`config.mk`:
```
export PLATFORM = sky130hd
export DESIGN_NAME = priority_dec_stage
export DESIGN_NICKNAME = d
export VERILOG_FILES = /design/src/rtl/priority_dec_stage.sv
export SDC_FILE = /design/constraint.sdc
export NUM_CORES = 1
export LEC_CHECK = 0
export BUFFER_PORTS_ARGS = -buffer_cell sky130_fd_sc_hd__buf_2
export CAP_MARGIN = 20
export CORE_AREA = 2 2 39 41
export DETAILED_ROUTE_END_ITERATION = 6
export DIE_AREA = 0 0 41 43
export PLACE_DENSITY_LB_ADDON = 0.08
export SYNTH_ARGS = -nofsm -noshare
export SYNTH_HDL_FRONTEND = slang
export SYNTH_SLANG_ARGS = --single-unit
```
`constraint.sdc`:
```
create_clock -name clk -period 2.4 [get_ports clk]
set_input_delay 0.48 -clock clk [delete_from_list [all_inputs] [get_ports clk]]
set_output_delay 0.48 -clock clk [all_outputs]
set_load 0.02 [all_outputs]
```
`src/rtl/priority_dec_stage.sv`:
```
// priority_dec_stage: registered binary-to-one-hot decoder with valid/ready handshake and post-grant gap.
// Optional sticky illegal-code flag enabled by defining PRIO_DEC_ERR_EN.
module priority_dec_stage #(
  parameter int N          = 8,
  parameter int W          = 3,
  parameter int GAP_CYCLES = 2
) (
  input  logic         clk,
  input  logic         rst_n,
  input  logic [W-1:0] in_code,
  input  logic         in_idle,
  input  logic         in_valid,
  output logic         in_ready,
  output logic [N-1:0] out_onehot,
  output logic         out_valid,
  input  logic         out_ready,
  output logic         err,
  input  logic         err_clr
);
  localparam int CW = GAP_CYCLES > 1 ? $clog2(GAP_CYCLES) : 1;
  typedef enum logic [1:0] {S_IDLE, S_OUT, S_GAP} state_t;
  state_t state, state_d;
  logic [CW-1:0] cnt, cnt_d;
  logic [N-1:0] onehot_d, dec;
  logic illegal;
  // codes at or above N only exist when N is not a power of two
  assign illegal   = !in_idle && ({1'b0, in_code} >= (W+1)'(N));
  assign dec       = (in_idle || illegal) ? '0 : N'(1) << in_code;
  assign in_ready  = state == S_IDLE;
  assign out_valid = state == S_OUT;
  always_comb begin
    state_d  = state;
    cnt_d    = cnt;
    onehot_d = out_onehot;
    case (state)
      S_IDLE: if (in_valid) begin
        onehot_d = dec;
        state_d  = S_OUT;
      end
      S_OUT: if (out_ready) begin
        onehot_d = '0;
        cnt_d    = CW'(GAP_CYCLES - 1);
        state_d  = GAP_CYCLES == 0 ? S_IDLE : S_GAP;
      end
      S_GAP: begin
        cnt_d   = cnt - 1'b1;
        state_d = cnt == '0 ? S_IDLE : S_GAP;
      end
      default: state_d = S_IDLE;
    endcase
  end
  always_ff @(posedge clk or negedge rst_n) begin
    if (!rst_n) begin
      state      <= S_IDLE;
      cnt        <= '0;
      out_onehot <= '0;
    end else begin
      state      <= state_d;
      cnt        <= cnt_d;
      out_onehot <= onehot_d;
    end
  end
`ifdef PRIO_DEC_ERR_EN
  // a new illegal accept beats a simultaneous clear
  always_ff @(posedge clk or negedge rst_n) begin
    if (!rst_n) err <= 1'b0;
    else err <= (in_valid && in_ready && illegal) ? 1'b1 : err_clr ? 1'b0 : err;
  end
`else
  logic unused_err_clr;
  assign unused_err_clr = err_clr;
  assign err = 1'b0;
`endif
endmodule

```
==> results of run 1 <==
-- routing by layer --
layer	track usage	vias to the layer above
met2	0.172	11
met3	0.0785	0
li1	-	211
met1	0.176	196
met4	0.0400	0
met5	0	-
-- layout make-up --
cell class	count	area, µm²
Multi-Input combinational cell	35	275
Sequential cell	11	275
Timing Repair Buffer	17	85.1
Fill cell	129	698
Inverter	1	3.75
Clock buffer	4	26.3
Tap cell	16	20.0
-- cells in the final DEF (no fill, tap or decap) --
cell type / instances
buf_2: 17
dfrtp_1: 11
mux2_2: 8
nand2_1: 5
nor4b_1: 3
clkbuf_4: 3
nor2_1: 2
o21ai_0: 2
nor4_1: 2
a21oi_1: 2
nor4bb_1: 2
nor2b_4: 1
nor2b_1: 1
nand2b_1: 1
nand2b_4: 1
a21oi_4: 1
inv_1: 1
nor3b_1: 1
nor3_1: 1
or2b_1: 1
conb_1: 1
clkbuf_1: 1
-- cells by family (layout without fill, tap and decap cells) --
family,after synthesis,in the layout,synth area share
muxes,8,8,0.151
and+or+nand+nor,21,21,0.244
buffers and inverters,5,22,0.0756
other,1,1,0.00630
DFF,11,11,0.462
AOI/OAI and AO/OA,5,5,0.0609
-- critical path: stages, from the launching register on --
cell and delay (ns):
dfrtp_1 0.48, nor2b_4 0.29, buf_2 0.20
-- worst min-delay path by stage --
| stage | to | depth (start not counted) | from | slack (ns) |
|---|---|---|---|---|
| 2_1_floorplan | cnt | 0 | rst_n | 0.18 |
| 3_3_place_gp | out_onehot[3] | 1 | rst_n | 0.36 |
| 3_5_place_dp | out_onehot[3] | 1 | rst_n | 0.36 |
| 4_1_cts | out_onehot[3] | 1 | rst_n | 0.07 |
| 5_1_grt | out_onehot[1] | 1 | rst_n | 0.08 |
| 6_report | out_onehot[3] | 1 | rst_n | 0.06 |
-- power by group through the flow --
stage               Clock (mW)  Sequential (mW)  Combinational (mW)
floorplan                    0            0.288               0.249
global placement             0            0.285               0.282
detailed placement           0            0.287               0.283
CTS                      0.127            0.283               0.284
global route             0.137            0.290               0.310
finish                   0.121            0.282               0.280
-- flip-flops by register name, summed over array words and instances (netlist names) --
register and count:
out_onehot 8, state 2, cnt 1
-- through the flow --
stage               setup WS, ns  std cells   util  area, µm²  power, mW
detailed placement         0.921         80  0.476        659      0.570
global placement           0.926         80  0.476        659      0.566
finish                     0.678         84  0.495        686      0.684
floorplan                   1.09         51      -        596      0.537
CTS                        0.674         84  0.495        686      0.693
global route               0.570         84  0.495        686      0.738
==> results.md, run 1 <==
- Status: complete, no violations
- Final Max Slew Viols: 0
- Area growth, synth to finish: 15.1%
- Max Clock Freq: 581 MHz
- Worst setup SP type: flip-flop
- R2R cell count: 3
- Reg2Reg Setup Slack: between 0.9 and 1 ns
- Ports: 20
- MaxCap Viol Count: 0
- RSZ-0062 raised after global routing: no
- Nets@finish: between 70 and 80
- Top layer in use: met3
- Synth unique cells: 21
- Mean Syn Cell Area: about 12 µm²
- Number of diodes: 0
- Internal power: about 0.42 mW
- Commonest cells post-synth: 11 x dfrtp_1, 8 x mux2_2, 5 x nand2_1
- Crit end category: primary output
- Area leader, netlist: dfrtp_1
- CTS root buf: clkbuf_4
- Layout Skew: 0.00751 ns
- Synth top area share: 0.462
- #FFs+latches synth: 11
- Cell with the most instances after synthesis: dfrtp_1
- WHS: ~0.065 ns
- Antenna viol nets, final: 0
- Drt drc: 0
- GPL Wtd Cong: between 0.6 and 0.7
- Vias per inst: around 5
- Crit-path max FO: 9
- Crit path launch: state[0]
- FF-to-FF End: out_onehot[6]
- Primary FF master, synth: dfrtp_1
- Initial core utilization: 0.430
- Worst vdd rail ir drop: a little under 0.5 mV
- Routed wl met3: approximately 60 µm
- Worst-skew pair later-pin latency: 0.26 ns
- Sequential power share: 0.413
- Worst Hold Class: in -> async
- NetSw: 0.264 mW
- Final setup fails: 0
- Htree depth: 1
- Gate Count Post-Synth: 51
- Largest net degree at the start of global routing: 12
- Vias in the first global route: approximately 350
- Detailed placer's ending HPWL: about 740 µm
- Pleak: about 0.34 nW
- Drt pass-1 iters: 2
- Combinational share of power: 0.410
- Share of layout cells above drive strength 1: 0.456
- Met2 wire len: roughly 450 µm
- Crit path arrival time: roughly 1.2 ns
- Minimum clock period: approximately 1.7 ns
- Initial antenna violation count: 0
- Met1 WL: 441 µm
- Setup bufs post-CTS: 0
- Avg WL per Cell: approximately 11 µm
- Worst-path clk slew: 0.07 ns
- Post-synth net total: 60
- Hold Fails Final Rpt: 0
- IO Port Bufs: 17
- Post-CTS Hold Fix Bufs: 0
- First-pass GRT wire length: between 1500 and 2000 µm
- RR Startpoint: state[0]
- Synth async-reset ratio: 1.00
- CTS Sinks: 11
- Leading post-synthesis cells by cell area: dfrtp_1 46%, mux2_2 15%, buf_6 5.7%, nor4b_1 4.4%, nor4bb_1 3.4%
- Number of buffers created by CTS: 3
- Iteration-0 DRC Markers: 4
- Die span in x: roughly 41 µm
- Number of flops mapped to enable cells by yosys: 0
- Clock share of power: 0.177
- Post-Route WL: 950 µm
- Die area: between 0.0015 and 0.002 mm²
- Sequential-to-total area share from yosys stat: 0.462
- CTS tree: built
- Clock Tree Buf Depth: 2
- Setup TNS: 0 ns
- Critical path class: reg -> out
- Syn. warnings: 0
- GRT Total Usage: 0.131
- Cell Area, Synth: around 600 µm²
- P per Cell Area: roughly 1000 mW/mm²
- Resized cells post-CTS: 0
- Row count: 14
- Required @ worst endpoint: about 1.9 ns
- Sw Ratio: 0.386
- Worst setup path endpoint: out_valid
- Final period utilization: 0.718
- Vias: approximately 420
- GRT overflow: 0
- Die Y: around 43 µm
- Core ar.: about 0.0014 mm²
(Power assumes the default switching activity.)
==> run 2, diff against run 1 <==
==> constraint.sdc (replaced) <==
create_clock -name clk -period 1.6 [get_ports clk]
set_input_delay 0.32 -clock clk [delete_from_list [all_inputs] [get_ports clk]]
set_output_delay 0.32 -clock clk [all_outputs]
set_load 0.02 [all_outputs]
==> run 2 against run 1 <==
Worst setup slack lost 0.55 ns. Non-clock buffer count grew 3. Via count grew 2.9%. Register-to-register slack lost 0.79 ns. Critical path type unchanged. Highest routed layer unchanged.
==> results.md, run 2 (synthesis results as in run 1) <==
- GRT Total Usage: 0.132 (+0.00102)
- Critical-path top delay cell: dfrtp_1
- Hold Crit Start: in_valid
- Number of buffers and inverters on the critical path: 1 (unchanged)
- Required @ worst endpoint: 1.28 ns (-0.64 ns)
- Number of diodes: 0 (unchanged)
- Critical path class: reg -> out
- Hold Path Stages: 3
- Initial antenna violation count: 0 (unchanged)
- Crit-path max FO: 9 (unchanged)
- Worst setup SP type: flip-flop
- Initial core utilization: 0.430 (unchanged)
- Final Max Slew Viols: 0 (unchanged)
- Core ar.: 0.00138 mm² (unchanged)
- Nets@finish: 81 (+3.8%)
- WHS: 0.330 ns (+0.265 ns)
- Vias: 430 (+2.9%)
- Share of layout cells above drive strength 1: 0.465 (+0.00891)
- Die area: 0.00176 mm² (unchanged)
- FF-to-FF End: out_onehot[6]
- Crit path arrival time: 1.15 ns (-0.09 ns)
- Layout Skew: 0.00722 ns (-0.000286 ns)
- Post-Route WL: 983 µm (+3.5%)
- CP max stage delay: 0.48 ns (about the same)
- Htree depth: 1 (unchanged)
- Most flops, register: out_onehot
- Vias per inst: 4.94 (-0.68%)
- CTS root buf: clkbuf_4
- Ports: 20 (unchanged)
- First-pass GRT wire length: 1560 µm (+2.7%)
- Avg WL per Cell: 11.3 µm (about the same)
- Most common cell after layout, fill and taps aside: buf_2
- Minimum clock period: approximately 1.5 ns
- Crit end category: primary output
- Final period utilization: 0.921
- Final setup fails: 0 (unchanged)
- Clock Tree Buf Depth: 2 (unchanged)
- Die Y: 43 µm (unchanged)
- Hold Fails Final Rpt: 0 (unchanged)
- Largest net degree at the start of global routing: 12 (unchanged)
- GRT overflow: 0 (unchanged)
- GPL Wtd Cong: 0.695 (about the same)
- Antenna viol nets, final: 0 (unchanged)
- MaxCap Viol Count: 0 (unchanged)
- Max reg flops: 8 (unchanged)
- Fin cells: 87 (+3.6%)
- CP Cell Sequence: nor2b_4 > buf_2
- Status: complete, no violations
- RR Startpoint: state[0]
- Worst vdd rail ir drop: 0.676 mV (+40%)
- Max Clock Freq: a little under 700 MHz
- Commonest non-fill, non-tap cells in the layout: 17 x buf_2, 11 x dfrtp_1, 8 x mux2_2, 5 x nand2_1
- Area growth, synth to finish: 19.3%
- Pleak: 0.358 nW (+4.2%)
- Worst-path clk slew: 0.07 ns (about the same)
- Hold endpoint: state[0]
- Number of buffers created by CTS: 3 (unchanged)
- Worst path depth: 2 (unchanged)
- Iteration-0 DRC Markers: 5 (+1)
- IO Port Bufs: 17 (unchanged)
- Row count: 14 (unchanged)
- Detailed placer's ending HPWL: 739 µm (-0.16%)
- Die span in x: 41 µm (unchanged)
- Resized cells post-CTS: 0 (unchanged)
- DP Cell Count: 80 (unchanged)
- P per Cell Area: 1500 mW/mm² (+50%)
- Top Registers: out_onehot: 8 flops, state: 2 flops, cnt: 1 flops
- R2R cell count: 3 (unchanged)
- RSZ-0062 raised after global routing: no
- Setup WS pre-CTS: 0.199 ns (-0.721 ns)
- Worst Hold Class: in -> reg
- CTS tree: built
- CTS Sinks: 11 (unchanged)
- Setup TNS: 0 ns (unchanged)
- Drt pass-1 iters: 4 (+2)
- Crit path max-delay family: flip-flops
- Slack of the critical path: 0.126 ns (-0.551 ns)
- Reg2Reg Setup Slack: 0.18 ns (-0.79 ns)
- Vias in the first global route: 348 (+0.87%)
- Worst-skew pair later-pin latency: 0.27 ns (about the same)
- Drt drc: 0 (unchanged)
[run 2: cell types whose count changed in the layout (fill, tap and decap cells not counted)]
cell / previous run / this run
buf_4: 0 / 2
dlygate4sd3_1: 0 / 1
[run 2: worst max-delay path by stage]
stage | startpoint | end
2_1_floorplan | state[0] | out_onehot[0]
3_3_place_gp | state[0] | out_onehot[6]
3_5_place_dp | state[0] | out_onehot[6]
4_1_cts | state[0] | out_valid
5_1_grt | state[0] | out_valid
6_report | state[0] | out_valid
[run 2: per-stage QoR]
step            util  power (mW)  area [µm²]
2_1_floorplan      -       0.806         596
3_3_place_gp   0.476       0.850         659
3_5_place_dp   0.476       0.852         659
4_1_cts        0.503        1.04         696
5_1_grt        0.514        1.15         711
6_report       0.514        1.06         711
[run 2: timing repair]
action                     in CTS  in global routing
hold endpoints to repair       11                  0
hold buffers                    1                  0
setup buffers                   0                  2
setup endpoints to repair       0                  1
[run 2: final cells by class]
class / instances / area [µm²]
sequential: 11 / 275
multi-input combinational: 35 / 275
inverter: 1 / 3.75
timing repair buffer: 20 / 110
tap: 16 / 20.0
clock buffer: 4 / 26.3
fill: 133 / 673
[run 2: worst register-to-register path: stages (launching register included)]
cell and delay, ns:
dfrtp_1 0.48, nand2_1 0.14, a21oi_4 0.31, mux2_2 0.38
[run 2: power by group]
part	internal (mW)	total [mW]	switching (mW)	leakage [nW]
sequential	0.347	0.424	0.0769	0.147
combinational	0.217	0.458	0.240	0.196
clock	0.0964	0.183	0.0864	0.0150
total	0.661	1.06	0.404	0.358
[run 2: metal layers]
layer | share of wire | vias up | track usage
met5 | 0 | - | 0
met4 | 0 | 0 | 0.0400
met3 | 0.063 | 0 | 0.0628
met2 | 0.49 | 11 | 0.184
met1 | 0.45 | 204 | 0.176
li1 | - | 215 | -
